<file path="config.mk">
export PLATFORM = sky130hd
export DESIGN_NAME = pos_display_scheduler
export DESIGN_NICKNAME = d
export VERILOG_FILES = /design/src/rtl/pos_display_scheduler.sv
export SDC_FILE = /design/constraint.sdc
export NUM_CORES = 1
export LEC_CHECK = 0
export BUFFER_PORTS_ARGS = -buffer_cell sky130_fd_sc_hd__buf_2
export CAP_MARGIN = 10
export CORE_MARGIN = 4
export CORE_UTILIZATION = 59
export DETAILED_ROUTE_END_ITERATION = 16
export HOLD_SLACK_MARGIN = 0.08
export PLACE_DENSITY = 0.78
export SLEW_MARGIN = 20
export SYNTH_ARGS = -nofsm -noshare
export SYNTH_HDL_FRONTEND = slang
export SYNTH_SLANG_ARGS = --single-unit
</file>
<file path="constraint.sdc">
create_clock -name clk -period 3.5 [get_ports clk]
set_input_delay 0.175 -clock clk [delete_from_list [all_inputs] [get_ports clk]]
set_output_delay 0.175 -clock clk [all_outputs]
set_load 0.02 [all_outputs]
</file>
<file path="src/rtl/pos_display_scheduler.sv">
// Time-shares one position-to-seven-segment decoder across NUM_CH channels.
// It captures clamped ADC samples and round-robins the digits, with a blanking gap between slots.
module pos_display_scheduler #(
    parameter int unsigned NUM_CH    = 2,
    parameter int unsigned CH_W      = 1,
    parameter int unsigned POS_W     = 10,
    parameter int unsigned MIN_POS   = 228,
    parameter int unsigned MAX_POS   = 830,
    parameter int unsigned CENTER    = 544,
    parameter int unsigned DWELL     = 50000,
    parameter int unsigned GAP       = 500,
    parameter int unsigned STALE_CYC = 5000000
) (
    input  logic              clk,
    input  logic              rst,
    input  logic              smp_valid,
    input  logic [CH_W-1:0]   smp_ch,
    input  logic [POS_W-1:0]  smp_pos,
    output logic              smp_ready,
    output logic [POS_W-1:0]  dec_pos,
    output logic              blank,
    output logic [NUM_CH-1:0] digit_en,
    output logic [CH_W-1:0]   cur_ch,
    output logic [NUM_CH-1:0] stale
);

    localparam int unsigned CNT_MAX = (DWELL > GAP) ? DWELL : GAP;
    localparam int unsigned CNT_W   = $clog2(CNT_MAX + 1);
    localparam int unsigned TMR_W   = $clog2(STALE_CYC + 1);

    localparam logic [POS_W-1:0] MIN_P      = POS_W'(MIN_POS);
    localparam logic [POS_W-1:0] MAX_P      = POS_W'(MAX_POS);
    localparam logic [POS_W-1:0] CENTER_P   = POS_W'(CENTER);
    localparam logic [CNT_W-1:0] DWELL_LAST = CNT_W'(DWELL - 1);
    localparam logic [CNT_W-1:0] GAP_LAST   = CNT_W'(GAP - 1);
    localparam logic [TMR_W-1:0] STALE_LAST = TMR_W'(STALE_CYC - 1);
    localparam logic [TMR_W-1:0] STALE_MAX  = TMR_W'(STALE_CYC);
    localparam logic [CH_W-1:0]  LAST_CH    = CH_W'(NUM_CH - 1);

    typedef enum logic [1:0] {S_IDLE, S_SHOW, S_GAP} state_t;

    state_t            state;
    logic [CNT_W-1:0]  cnt;
    logic [POS_W-1:0]  ch_reg [NUM_CH];
    logic [TMR_W-1:0]  tmr    [NUM_CH];
    logic [NUM_CH-1:0] seen;

    logic              accept, good, bypass, enter_show;
    logic [POS_W-1:0]  clamped, snap_pos;
    logic              snap_seen, snap_stale;
    logic [CH_W-1:0]   next_ch, tgt_ch;

    // Snapshot source for the slot being entered; a sample accepted on the
    // entry edge for that same channel is forwarded ahead of its register.
    always_comb begin
        accept  = smp_valid & smp_ready;
        good    = accept && (32'(smp_ch) < NUM_CH);
        clamped = (smp_pos < MIN_P) ? MIN_P : ((smp_pos > MAX_P) ? MAX_P : smp_pos);
        next_ch = (cur_ch == LAST_CH) ? '0 : cur_ch + 1'b1;
        tgt_ch  = (state == S_GAP) ? next_ch : '0;
        enter_show = ((state == S_IDLE) && good) || ((state == S_GAP) && (cnt == GAP_LAST));

        snap_pos   = CENTER_P;
        snap_seen  = 1'b0;
        snap_stale = 1'b0;
        for (int unsigned i = 0; i < NUM_CH; i++) begin
            if (tgt_ch == CH_W'(i)) begin
                snap_pos   = ch_reg[i];
                snap_seen  = seen[i];
                snap_stale = stale[i];
            end
        end
        bypass = good && (smp_ch == tgt_ch);
        if (bypass) begin
            snap_pos   = clamped;
            snap_seen  = 1'b1;
            snap_stale = 1'b0;
        end
    end

    always_ff @(posedge clk or posedge rst) begin
        if (rst) begin
            smp_ready <= 1'b0;
            seen      <= '0;
            stale     <= '0;
            for (int unsigned i = 0; i < NUM_CH; i++) begin
                ch_reg[i] <= CENTER_P;
                tmr[i]    <= '0;
            end
        end else begin
            smp_ready <= 1'b1;
            for (int unsigned i = 0; i < NUM_CH; i++) begin
                if (good && (smp_ch == CH_W'(i))) begin
                    ch_reg[i] <= clamped;
                    seen[i]   <= 1'b1;
                    tmr[i]    <= '0;
                    stale[i]  <= 1'b0;
                end else if (seen[i]) begin
                    if (tmr[i] != STALE_MAX) tmr[i] <= tmr[i] + 1'b1;
                    if (tmr[i] == STALE_LAST) stale[i] <= 1'b1;
                end
            end
        end
    end

    always_ff @(posedge clk or posedge rst) begin
        if (rst) begin
            state    <= S_IDLE;
            cnt      <= '0;
            cur_ch   <= '0;
            dec_pos  <= CENTER_P;
            blank    <= 1'b1;
            digit_en <= '1;
        end else if (enter_show) begin
            state    <= S_SHOW;
            cnt      <= '0;
            cur_ch   <= tgt_ch;
            dec_pos  <= snap_pos;
            blank    <= ~snap_seen | snap_stale;
            digit_en <= ~(NUM_CH'(1) << tgt_ch);
        end else begin
            case (state)
                S_SHOW: begin
                    if (cnt == DWELL_LAST) begin
                        state    <= S_GAP;
                        cnt      <= '0;
                        digit_en <= '1;
                        blank    <= 1'b1;
                    end else begin
                        cnt <= cnt + 1'b1;
                    end
                end
                S_GAP:   cnt   <= cnt + 1'b1;
                S_IDLE:  cnt   <= '0;
                default: state <= S_IDLE;
            endcase
        end
    end

endmodule
</file>
==> results of run 1 <==
what timing repair did:
item,4_1_cts,5_1_grt
hold endpoints to repair,2,80
resized for setup,0,0
hold buffers,1,1
per-layer routing:
layer	up-vias	global-route usage [%]	share of wire, %
li1	1916	-	-
met1	1900	28.69	47
met2	50	34.36	49
met3	10	4.437	2.7
met4	0	7.164	1.2
met5	-	0	0
worst max-delay path, stage by stage, from the launching register on:
cell,delay [ns]
dfrtp_1,0.57
nor3b_2,0.23
buf_4,0.27
xnor2_1,0.14
nand3_1,0.50
mux2_2,0.47
mux2_2,0.27
path summary, 6_finish.rpt:
path	start	end	slack (ns)
worst min register to register	ch_reg[9]	ch_reg[9]	0.47
min in group asynchronous	rst	tmr[13]	0.46
max in group asynchronous	rst	dec_pos[9]	2.20
worst max-delay path	state[1]	dec_pos[8]	0.93
worst min-delay path	smp_pos[8]	ch_reg[18]	0.11
worst max register to register	state[1]	dec_pos[8]	0.93
final cells by class:
cell class / count / share of cell area, %
flip-flops and latches: 103 / 45.59
well taps: 108 / 2.380
clock inverters: 6 / 0.9696
repair buffers: 35 / 3.394
inverters: 19 / 1.344
multi-input cells: 396 / 44.07
clock buffers: 10 / 2.248
placed cells by master (no fill, tap or decap), drive strengths merged, types with 14 or more instances in the layout:
cell | netlist | final
nor2 | 73 | 73
nor4 | 14 | 14
dfrtp | 94 | 94
nand2 | 58 | 58
mux2 | 15 | 15
buf | 5 | 33
inv | 19 | 22
mux2i | 20 | 20
xnor2 | 20 | 20
nand4 | 22 | 22
xor2 | 31 | 31
nand3 | 24 | 24
and3 | 17 | 17
o21ai | 25 | 25
report_power, final:
group	internal (mW)	switching [mW]	leakage, nW
Combinational	0.123	0.163	1.31
Sequential	1.29	0.0982	1.34
Clock	0.273	0.423	0.0934
Total	1.68	0.684	2.74
kinds of logic after synthesis:
logic type / count (synthesis) / share of synthesized area, %
AND/OR/NAND/NOR: 256 / 24.82
flip-flops: 103 / 49.18
XOR/XNOR: 51 / 8.486
AO/OA/AOI/OAI: 46 / 5.087
buffers and inverters: 40 / 3.280
multiplexers: 35 / 7.511
adder cells (fa/ha/maj): 7 / 1.569
other: 1 / 0.07124
metrics by stage:
step | util [%] | hold slack, ns | instances | instance area [um2]
4_1_cts | 64.96 | 0.09052 | 676 | 5665
3_5_place_dp | 62.75 | 0.4506 | 659 | 5473
2_1_floorplan | - | 0.3596 | 539 | 5264
5_1_grt | 65.11 | 0.1088 | 677 | 5678
6_report | 65.11 | 0.1112 | 677 | 5678
3_3_place_gp | 62.75 | 0.4465 | 659 | 5473
==> impl_summary.txt, run 1 <==
----------------------------------------------------
[GRT]
  Congestion Overflow GR ... 0
  Maximum number of pins on one net before global-route repair ... 90
  Vias in the first global route ... around 3.7k
  Global-route wire length before repair ... approximately 18000 um
  Antenna violations before repair ... 0
  Total routing usage reported by global routing ... between 20% and 30%

[Clocking]
  Number of clock buffers inserted by TritonCTS ... 9
  Skew-Pair Late Insertion Delay ... between 0.3 and 0.4 ns
  Clock sink count ... roughly 100
  Buffer type at the clock tree root ... clkbuf_8
  CTS HTree Levels ... 3
  Clock slew at the register clock pins of the worst setup and hold paths ... 0.10 ns
  Bufs on Longest Clock Path ... 2
  CTS tree ... built
  Number of setup buffers added after CTS ... 0

[Timing]
  Pin slew with the least headroom to its limit ... 0.8727 ns
  Achievable clock frequency ... just under 400 MHz
  Worst clock skew on the final layout ... between 0.015 and 0.02 ns
  RSZ-0062 raised after global routing ... no
  Portion of the clock cycle consumed by the worst path in the final layout ... around three quarters
  Time the final worst path needs with I/O delays and setup ... 2.569 ns
  Count of final max-slew check failures ... 0
  Final setup viols ... 0
  Post-Route Setup TNS ... 0 ns
  Post-layout worst setup margin ... a little over 0.9 ns
  Number of failing hold endpoints at the final stage ... 0
  Relative slew slack ... between 40% and 50%

[Setup path]
  CP Launch Type ... register
  Worst setup EP type ... register
  Number of cells traversed by the worst register-to-register path ... 6
  Arrival time at the worst endpoint ... ~2.8 ns
  Critical-path maximum fanout ... 14
  Critical path required time ... between 3 and 4 ns
  Start-to-end type of the worst setup path ... reg -> reg

[Power]
  Final Total Pwr ... 2.368 mW
  Ratio of total power to cell area ... around 420 nW/um2
  Leak pwr ... approximately 2.7 nW
  Worst-case vdd ir drop ... ~270 uV

[Job]
  Number of max-cap violations ... 0

[Cells and area]
  Filler cell count in the final layout ... between 700 and 800
  Ant. Diodes ... 0
  Area growth syn-to-layout ... 7.868%
  Flip-flop count of the largest register, all copies and words added ... 46
  Fraction of final layout cells sized beyond drive strength 1 ... between 10% and 20%
  Combined flip-flop and latch cell area ... 2589 um2
  Area of combinational cells with multiple inputs ... roughly 2500 um2
  Net count of the finished layout ... roughly 580

[Routing]
  WL per Instance ... 15.02 um
  Remaining routing DRC violations ... 0
  Initial DRC Count ... 143
  Detailed-routing iteration count for the pre-antenna-repair pass ... 4
  Total wirelength of the detailed-routed design ... between 10000 and 15000 um
  Vias/cell ... between 5 and 6
  Via count ... roughly 3.9k
  Remaining number of nets flagged by the antenna check after routing ... 0

[Yosys]
  Part of the Yosys area used for sequential elements ... approximately half
  Largest cells by area after synthesis ... dfrtp_1 (45%), xor2_1 (5.2%), nor2_1 (5.1%), dfstp_2 (4.5%), nand2_1 (4.1%)
  Post-Syn Instances ... between 500 and 600
  Top cell type's share of synthesized area ... 44.69%
  Leading area contributor after synthesis ... dfrtp_1
  Dominant cell by count in the synthesized netlist ... dfrtp_1
  Yosys Warn Count ... 0
  Nets in the synthesized netlist ... around 560
  FF+latch count, synth ... between 100 and 150
  Async SR Flop Fraction ... 100.0%
  Mean cell area of the mapped netlist ... 9.766 um2
  Post-synth design cell area ... between 5000 and 6000 um2
  Number of enable-type register cells in the synthesized netlist ... 0
  Synth top cells by count ... dfrtp_1 (94), nor2_1 (72), nand2_1 (58)
  Dominant register cell in the synthesized netlist ... dfrtp_1
  Number of distinct library cell variants in the gate-level netlist after synthesis ... 47

[Floorplan]
  IO Pins ... 31
  Core Footprint ... between 8000 and 9000 um2
  Horizontal die dimension ... approximately 100 um
  Full die area ... roughly 10000 um2
  Height of the die ... 102.5 um
  Initial core utilization ... between 60% and 70%
  Site row count ... 34

[Worst hold path]
  Cell depth of the worst min-delay path ... 3
  Hold Path Class ... in -> reg

[Placement]
  Number of port buffers ... 30
  Final weighted congestion of routability-driven global placement ... a little over 0.8
  HPWL Detailed ... 7101 um
  Post-placement worst setup slack ... 0.9627 ns

[Status]
  Status ... complete, no violations

----------------------------------------------------
(Power assumes the default switching activity.)
==> run 2: changes to the inputs <==
--- a/config.mk
+++ b/config.mk
@@ -8,10 +8,10 @@
 export BUFFER_PORTS_ARGS = -buffer_cell sky130_fd_sc_hd__buf_2
 export CAP_MARGIN = 10
 export CORE_MARGIN = 4
-export CORE_UTILIZATION = 59
+export CORE_UTILIZATION = 55
 export DETAILED_ROUTE_END_ITERATION = 16
 export HOLD_SLACK_MARGIN = 0.08
-export PLACE_DENSITY = 0.78
+export PLACE_DENSITY = 0.76
 export SLEW_MARGIN = 20
 export SYNTH_ARGS = -nofsm -noshare
 export SYNTH_HDL_FRONTEND = slang
==> constraint.sdc (replaced) <==
create_clock -name clk -period 2.33 [get_ports clk]
set_input_delay 0.1165 -clock clk [delete_from_list [all_inputs] [get_ports clk]]
set_output_delay 0.1165 -clock clk [all_outputs]
set_load 0.02 [all_outputs]
==> impl_summary.txt, run 2 (same netlist as run 1, synthesis figures left out) <==
----------------------------------------------------
[Status]
  Status ... complete, no violations

[Timing]
  Achievable clock frequency ... 464.6 MHz (+19%)
  RSZ-0062 raised after global routing ... no
  Number of failing hold endpoints at the final stage ... 0 (unchanged)
  Final setup viols ... 0 (unchanged)
  Pin slew with the least headroom to its limit ... 0.5599 ns (-0.3129 ns)
  Time the final worst path needs with I/O delays and setup ... 2.152 ns (-0.4170 ns)
  Worst clock skew on the final layout ... 0.009557 ns (-0.007499 ns)
  Relative slew slack ... 62.60% (+21 points)
  Post-layout worst setup margin ... 0.1777 ns (-0.7530 ns)
  Portion of the clock cycle consumed by the worst path in the final layout ... 92.37% (+19 points)
  Count of final max-slew check failures ... 0 (unchanged)
  Post-Route Setup TNS ... 0 ns (unchanged)

[Routing]
  Initial DRC Count ... 143 (unchanged)
  Vias/cell ... 5.511 (-3.8%)
  Detailed-routing iteration count for the pre-antenna-repair pass ... 4 (unchanged)
  Total wirelength of the detailed-routed design ... 10410 um (+2.4%)
  WL per Instance ... 14.61 um (-2.8%)
  Via count ... 3929 (+1.4%)
  Remaining routing DRC violations ... 0 (unchanged)
  Remaining number of nets flagged by the antenna check after routing ... 0 (unchanged)

[Setup path]
  Max stage delay cell, worst path ... or4b_1
  Worst setup EP type ... register
  Endpoint of the most critical register-to-register path ... cnt[7]
  Critical path required time ... 2.58 ns (-1.17 ns)
  Cell family with the largest share of critical-path delay ... simple AND/OR/NAND/NOR gates
  CP Launch Type ... register
  Arrival time at the worst endpoint ... 2.41 ns (-0.41 ns)
  Crit path buffers/inverters ... 1 (unchanged)
  Start-to-end type of the worst setup path ... reg -> reg
  Number of cells traversed by the worst register-to-register path ... 6 (unchanged)
  Minimum setup slack among reg-to-reg paths ... 0.18 ns (-0.75 ns)
  Critical-path maximum fanout ... 13 (-1)
  Max incr delay on CP ... 0.54 ns (-0.03 ns)
  RR Startpoint ... state[0]
  Critical Path, Cell by Cell ... or4b_1 > nor4_1 > and4_1 > buf_4 > or2_2 > nor2_1

[Power]
  Ratio of total power to cell area ... 624.8 nW/um2 (+50%)
  Leak pwr ... 2.826 nW (+3.1%)
  Worst-case vdd ir drop ... 427.3 uV (+58%)
  Power share of the clock group ... 31.2% (+1.8 points)
  Reg power frac ... 56.9% (-1.6 points)
  Net switching fraction of the power ... 27.94% (-0.94 points)
  Switch Pwr ... 1.024 mW (+50%)
  Cell internal pwr ... 2.641 mW (+57%)
  Combinational fraction of design power ... 12.0% (about the same)

[Clocking]
  Number of clock buffers inserted by TritonCTS ... 9 (unchanged)
  Clock sink count ... 103 (unchanged)
  Number of setup buffers added after CTS ... 0 (unchanged)
  Skew-Pair Late Insertion Delay ... 0.36 ns (about the same)
  Buffer type at the clock tree root ... clkbuf_8
  Bufs on Longest Clock Path ... 2 (unchanged)
  Clock slew at the register clock pins of the worst setup and hold paths ... 0.10 ns (about the same)
  CTS tree ... built
  CTS HTree Levels ... 3 (unchanged)

[Cells and area]
  Ant. Diodes ... 0 (unchanged)
  Most frequent standard cell in the layout excluding fill and tap cells ... dfrtp_1
  Fraction of final layout cells sized beyond drive strength 1 ... 16.27% (+2.0 points)
  Flip-flop count of the largest register, all copies and words added ... 46 (unchanged)
  Net count of the finished layout ... 598 (+2.6%)
  Core Util, Final ... 63.18% (-1.9 points)
  Area growth syn-to-layout ... 11.43%
  Leading cell types in the layout, fill and taps excluded ... dfrtp_1 (94), nor2_1 (72), nand2_1 (58)
  Filler cell count in the final layout ... 770 (+7.8%)
  Post-route cell area ... 5866 um2 (+3.3%)

[Floorplan]
  Initial core utilization ... 56.70% (-3.7 points)
  IO Pins ... 31 (unchanged)
  Full die area ... 11200 um2 (+6.7%)
  Site row count ... 35 (+2.9%)
  Core Footprint ... 9284 um2 (+6.5%)
  Horizontal die dimension ... 105.8 um (+3.3%)
  Height of the die ... 105.8 um (+3.3%)

[Job]
  Number of max-cap violations ... 0 (unchanged)

[GRT]
  Total routing usage reported by global routing ... 19.84% (-1.4 points)
  Antenna violations before repair ... 0 (unchanged)
  Congestion Overflow GR ... 0 (unchanged)
  Vias in the first global route ... 3945 (+5.4%)
  Maximum number of pins on one net before global-route repair ... 49 (-46%)
  Global-route wire length before repair ... 18270 um (+3.1%)

[Placement]
  HPWL Detailed ... 7381 um (+3.9%)
  Number of port buffers ... 30 (unchanged)
  Instance area at placement ... 5623 um2 (+2.7%)
  Post-placement worst setup slack ... 0.1678 ns (-0.7949 ns)
  Final weighted congestion of routability-driven global placement ... 0.8789 (+6.9%)

[Worst hold path]
  Hold Path Class ... in -> reg
  Startpoint of the worst hold path ... smp_pos[5]
  Cell depth of the worst min-delay path ... 3 (unchanged)
  Hold Path End ... ch_reg[15]

----------------------------------------------------
-- run 2: changes by cell type in the layout (fill, tap and decap cells not counted), sizes merged --
cell,before,now
clkbuf,10,9
clkinvlp,0,1
dlygate4sd3,2,4
bufinv,0,1
inv,22,21
buf,33,46
-- run 2: repair_timing --
item	CTS	global route
resized for setup	0	0
hold buffers	4	0
endpoints found under the hold margin	24	0
-- run 2: metrics by stage --
stage | std cells | hold WS [ns] | total power, mW
after floorplan | 539 | 0.3011 | 2.415
after global placement | 693 | 0.1944 | 2.517
after detailed placement | 693 | 0.2049 | 2.551
after CTS | 713 | 0.1410 | 3.700
after global routing | 713 | 0.1749 | 3.884
final | 713 | 0.1449 | 3.665
-- run 2: worst max path at each step --
| stage | start | end | slack [ns] | depth (start not counted) |
|---|---|---|---|---|
| after floorplan | cnt[9] | cur_ch | 0.34 | 7 |
| after global routing | state[0] | cnt[14] | 0.003 | 6 |
| after global placement | state[0] | cnt[3] | 0.27 | 6 |
| after detailed placement | state[0] | cnt[12] | 0.17 | 6 |
| after CTS | state[0] | cnt[7] | 0.17 | 6 |
| final | state[0] | cnt[7] | 0.18 | 6 |
-- run 2: layout make-up --
cell class	instances	area (um2)	share of cell area, %
multi-input combinational	396	2502	42.66
clock inverter	7	78.83	1.344
sequential	103	2589	44.13
clock buffer	9	123.9	2.112
inverter	19	75.07	1.280
tap	129	161.4	2.752
timing repair buffer	50	335.3	5.717
-- run 2: routing by layer --
metal / routed length [um] / vias up / global-route usage [%]
li1: - / 1955 / -
met1: 4799 / 1907 / 25.91
met2: 5134 / 58 / 34.24
met3: 377 / 9 / 3.858
met4: 103 / 0 / 4.625
met5: 0 / - / 0
-- run 2: power by group through the flow --
stage	Combinational, mW	Clock, mW	Sequential (mW)
finish	0.438	1.14	2.08
global route	0.519	1.26	2.11
CTS	0.444	1.18	2.08
detailed placement	0.437	0	2.11
global placement	0.415	0	2.10
floorplan	0.338	0	2.08
-- run 2: worst min-delay path, delay by kind of cell --
family / cells / cell delay (ns)
buffers and inverters: 1 / 0.10
AOI/OAI and AO/OA: 1 / 0.17
and+or+nand+nor: 1 / 0.09
==> run 3: changes to the inputs <==
--- a/config.mk
+++ b/config.mk
@@ -8,10 +8,10 @@
 export BUFFER_PORTS_ARGS = -buffer_cell sky130_fd_sc_hd__buf_2
 export CAP_MARGIN = 10
 export CORE_MARGIN = 4
-export CORE_UTILIZATION = 55
+export CORE_UTILIZATION = 59
 export DETAILED_ROUTE_END_ITERATION = 16
 export HOLD_SLACK_MARGIN = 0.08
-export PLACE_DENSITY = 0.76
+export PLACE_DENSITY = 0.78
 export SLEW_MARGIN = 20
 export SYNTH_ARGS = -nofsm -noshare
 export SYNTH_HDL_FRONTEND = slang
==> constraint.sdc (replaced) <==
create_clock -name clk -period 2.18 [get_ports clk]
set_input_delay 0.109 -clock clk [delete_from_list [all_inputs] [get_ports clk]]
set_output_delay 0.109 -clock clk [all_outputs]
set_load 0.02 [all_outputs]
==> impl_summary.txt, run 3 (same netlist as run 1, synthesis figures left out) <==
----------------------------------------------------
[Clocking]
  CTS tree ... built
  Number of clock buffers inserted by TritonCTS ... 9 (unchanged)
  Bufs on Longest Clock Path ... 2 (unchanged)
  Clock sink count ... 103 (unchanged)
  Clock slew at the register clock pins of the worst setup and hold paths ... 0.10 ns (about the same)
  Buffer type at the clock tree root ... clkbuf_8
  CTS HTree Levels ... 3 (unchanged)
  Skew-Pair Late Insertion Delay ... 0.37 ns (about the same)

[GRT]
  Congestion Overflow GR ... 0 (unchanged)
  Total routing usage reported by global routing ... 21.81% (+2.0 points)
  Global-route wire length before repair ... 18230 um (-0.23%)
  Maximum number of pins on one net before global-route repair ... 47 (-4.1%)
  Vias in the first global route ... 3902 (-1.1%)
  Antenna violations before repair ... 0 (unchanged)

[Timing]
  Worst clock skew on the final layout ... 0.01435 ns (+0.004794 ns)
  Relative slew slack ... 55.24% (-7.4 points)
  Pin slew with the least headroom to its limit ... 0.6701 ns (+0.1102 ns)
  Portion of the clock cycle consumed by the worst path in the final layout ... 94.18% (+1.8 points)
  Count of final max-slew check failures ... 0 (unchanged)
  RSZ-0062 raised after global routing ... no
  Final-layout worst hold slack ... 0.09065 ns (-0.05430 ns)
  Final setup viols ... 0 (unchanged)
  Time the final worst path needs with I/O delays and setup ... 2.053 ns (-0.09924 ns)
  Achievable clock frequency ... 487.1 MHz (+4.8%)
  Post-Route Setup TNS ... 0 ns (unchanged)
  Number of failing hold endpoints at the final stage ... 0 (unchanged)

[Setup path]
  CP startpoint ... tmr[10]
  Critical path required time ... 2.48 ns (-0.10 ns)
  Critical Path, Cell by Cell ... or4b_2 > nor4_1 > buf_4 > nand3_1 > nand2_1 > mux2i_1
  Critical-path maximum fanout ... 5 (-8)
  CP Launch Type ... register
  Start-to-end type of the worst setup path ... reg -> reg
  Arrival time at the worst endpoint ... 2.35 ns (-0.06 ns)
  RR Startpoint ... tmr[10]
  Max incr delay on CP ... 0.67 ns (+0.13 ns)
  Max stage delay cell, worst path ... or4b_2
  Worst setup EP type ... register

[Routing]
  Initial DRC Count ... 147 (+2.8%)
  WL per Instance ... 15.25 um (+4.4%)
  Vias/cell ... 5.705 (+3.5%)
  Via count ... 3982 (+1.3%)
  Remaining routing DRC violations ... 0 (unchanged)
  Detailed-routing iteration count for the pre-antenna-repair pass ... 4 (unchanged)
  Total wirelength of the detailed-routed design ... 10650 um (+2.2%)
  Remaining number of nets flagged by the antenna check after routing ... 0 (unchanged)

[Cells and area]
  Core Util, Final ... 67.37% (+4.2 points)
  Most frequent standard cell in the layout excluding fill and tap cells ... dfrtp_1
  Fraction of final layout cells sized beyond drive strength 1 ... 17.12% (+0.85 points)
  Leading cell types in the layout, fill and taps excluded ... dfrtp_1 (94), nor2_1 (72), nand2_1 (58)
  Net count of the finished layout ... 604 (+1.0%)
  Flip-flop count of the largest register, all copies and words added ... 46 (unchanged)
  Filler cell count in the final layout ... 705 (-8.4%)
  Ant. Diodes ... 0 (unchanged)
  Area growth syn-to-layout ... 11.62%

[Job]
  Number of max-cap violations ... 0 (unchanged)

[Power]
  Ratio of total power to cell area ... 669.7 nW/um2 (+7.2%)
  Net switching fraction of the power ... 27.50% (-0.45 points)
  Worst-case vdd ir drop ... 595.6 uV (+39%)
  Reg power frac ... 56.4% (-0.5 points)
  Power share of the clock group ... 31.5% (+0.3 points)
  Combinational fraction of design power ... 12.1% (about the same)
  Switch Pwr ... 1.082 mW (+5.7%)
  Cell internal pwr ... 2.853 mW (+8.0%)
  Leak pwr ... 2.848 nW (+0.79%)

[Placement]
  HPWL Detailed ... 7500 um (+1.6%)
  Final weighted congestion of routability-driven global placement ... 0.8665 (-1.4%)
  Number of port buffers ... 30 (unchanged)

[Floorplan]
  Core Footprint ... 8721 um2 (-6.1%)
  Height of the die ... 102.5 um (-3.2%)
  Initial core utilization ... 60.36% (+3.7 points)
  Full die area ... 10500 um2 (-6.3%)
  Horizontal die dimension ... 102.5 um (-3.2%)
  IO Pins ... 31 (unchanged)
  Site row count ... 34 (-2.9%)

[Status]
  Status ... complete, no violations

[Worst hold path]
  Hold Path Class ... in -> reg
  Startpoint of the worst hold path ... smp_pos[5]

----------------------------------------------------
==> run 3: cell type report <==
cell class              instances  area (um2)  share of cell area (%)
inverters                      19       75.07                   1.278
clock inverters                 5       63.81                   1.086
clock buffers                  11       141.4                   2.406
flip-flops and latches        103        2589                   44.06
multi-input cells             396        2504                   42.61
well taps                     108       135.1                   2.300
repair buffers                 56       367.9                   6.261
==> run 3: final timing paths <==
check | endpoint | slack [ns] | depth (start not counted)
setup / recovery | tmr[1] | 0.13 | 6
hold / removal | ch_reg[5] | 0.09 | 3
setup reg to reg | tmr[1] | 0.13 | 6
hold reg to reg | ch_reg[19] | 0.47 | 2
max in group asynchronous | ch_reg[9] | 0.99 | 4
min in group asynchronous | tmr[12] | 0.38 | 3
==> run 3: what timing repair did <==
action,in CTS,in global routing
endpoints found under the hold margin,33,0
resized for setup,0,1
hold buffers,4,0
setup buffers,0,0
setup endpoints to repair,0,4
==> run 3: power by group through the flow <==
stage / Clock [mW] / Sequential [mW] / Combinational (mW)
after floorplan: 0 / 2.22 / 0.361
after global placement: 0 / 2.25 / 0.447
after detailed placement: 0 / 2.25 / 0.475
after CTS: 1.26 / 2.22 / 0.482
after global routing: 1.34 / 2.25 / 0.558
final: 1.24 / 2.22 / 0.475
==> run 3: per-layer routing <==
layer / part of all wire, % / up-vias / global-route usage (%)
met5: 0 / - / 0
met4: 1.2 / 0 / 5.045
met3: 3.3 / 14 / 4.846
met2: 49 / 63 / 36.20
met1: 47 / 1944 / 29.39
li1: - / 1961 / -
==> run 3: per-stage QoR <==
step,instance area (um2),cells,power (mW),worst slack (ns)
floorplan,5268,539,2.581,0.1863
global placement,5629,678,2.693,0.1341
detailed placement,5629,678,2.730,0.1513
CTS,5874,698,3.963,0.1197
global route,5876,698,4.147,0.03737
finish,5876,698,3.935,0.1269
==> run 3: critical path: cells and delay by family, from the launching register on <==
kind,cells,cell delay (ns)
DFF,1,0.42
buffers and inverters,1,0.17
and+or+nand+nor,4,1.19
muxes,1,0.19
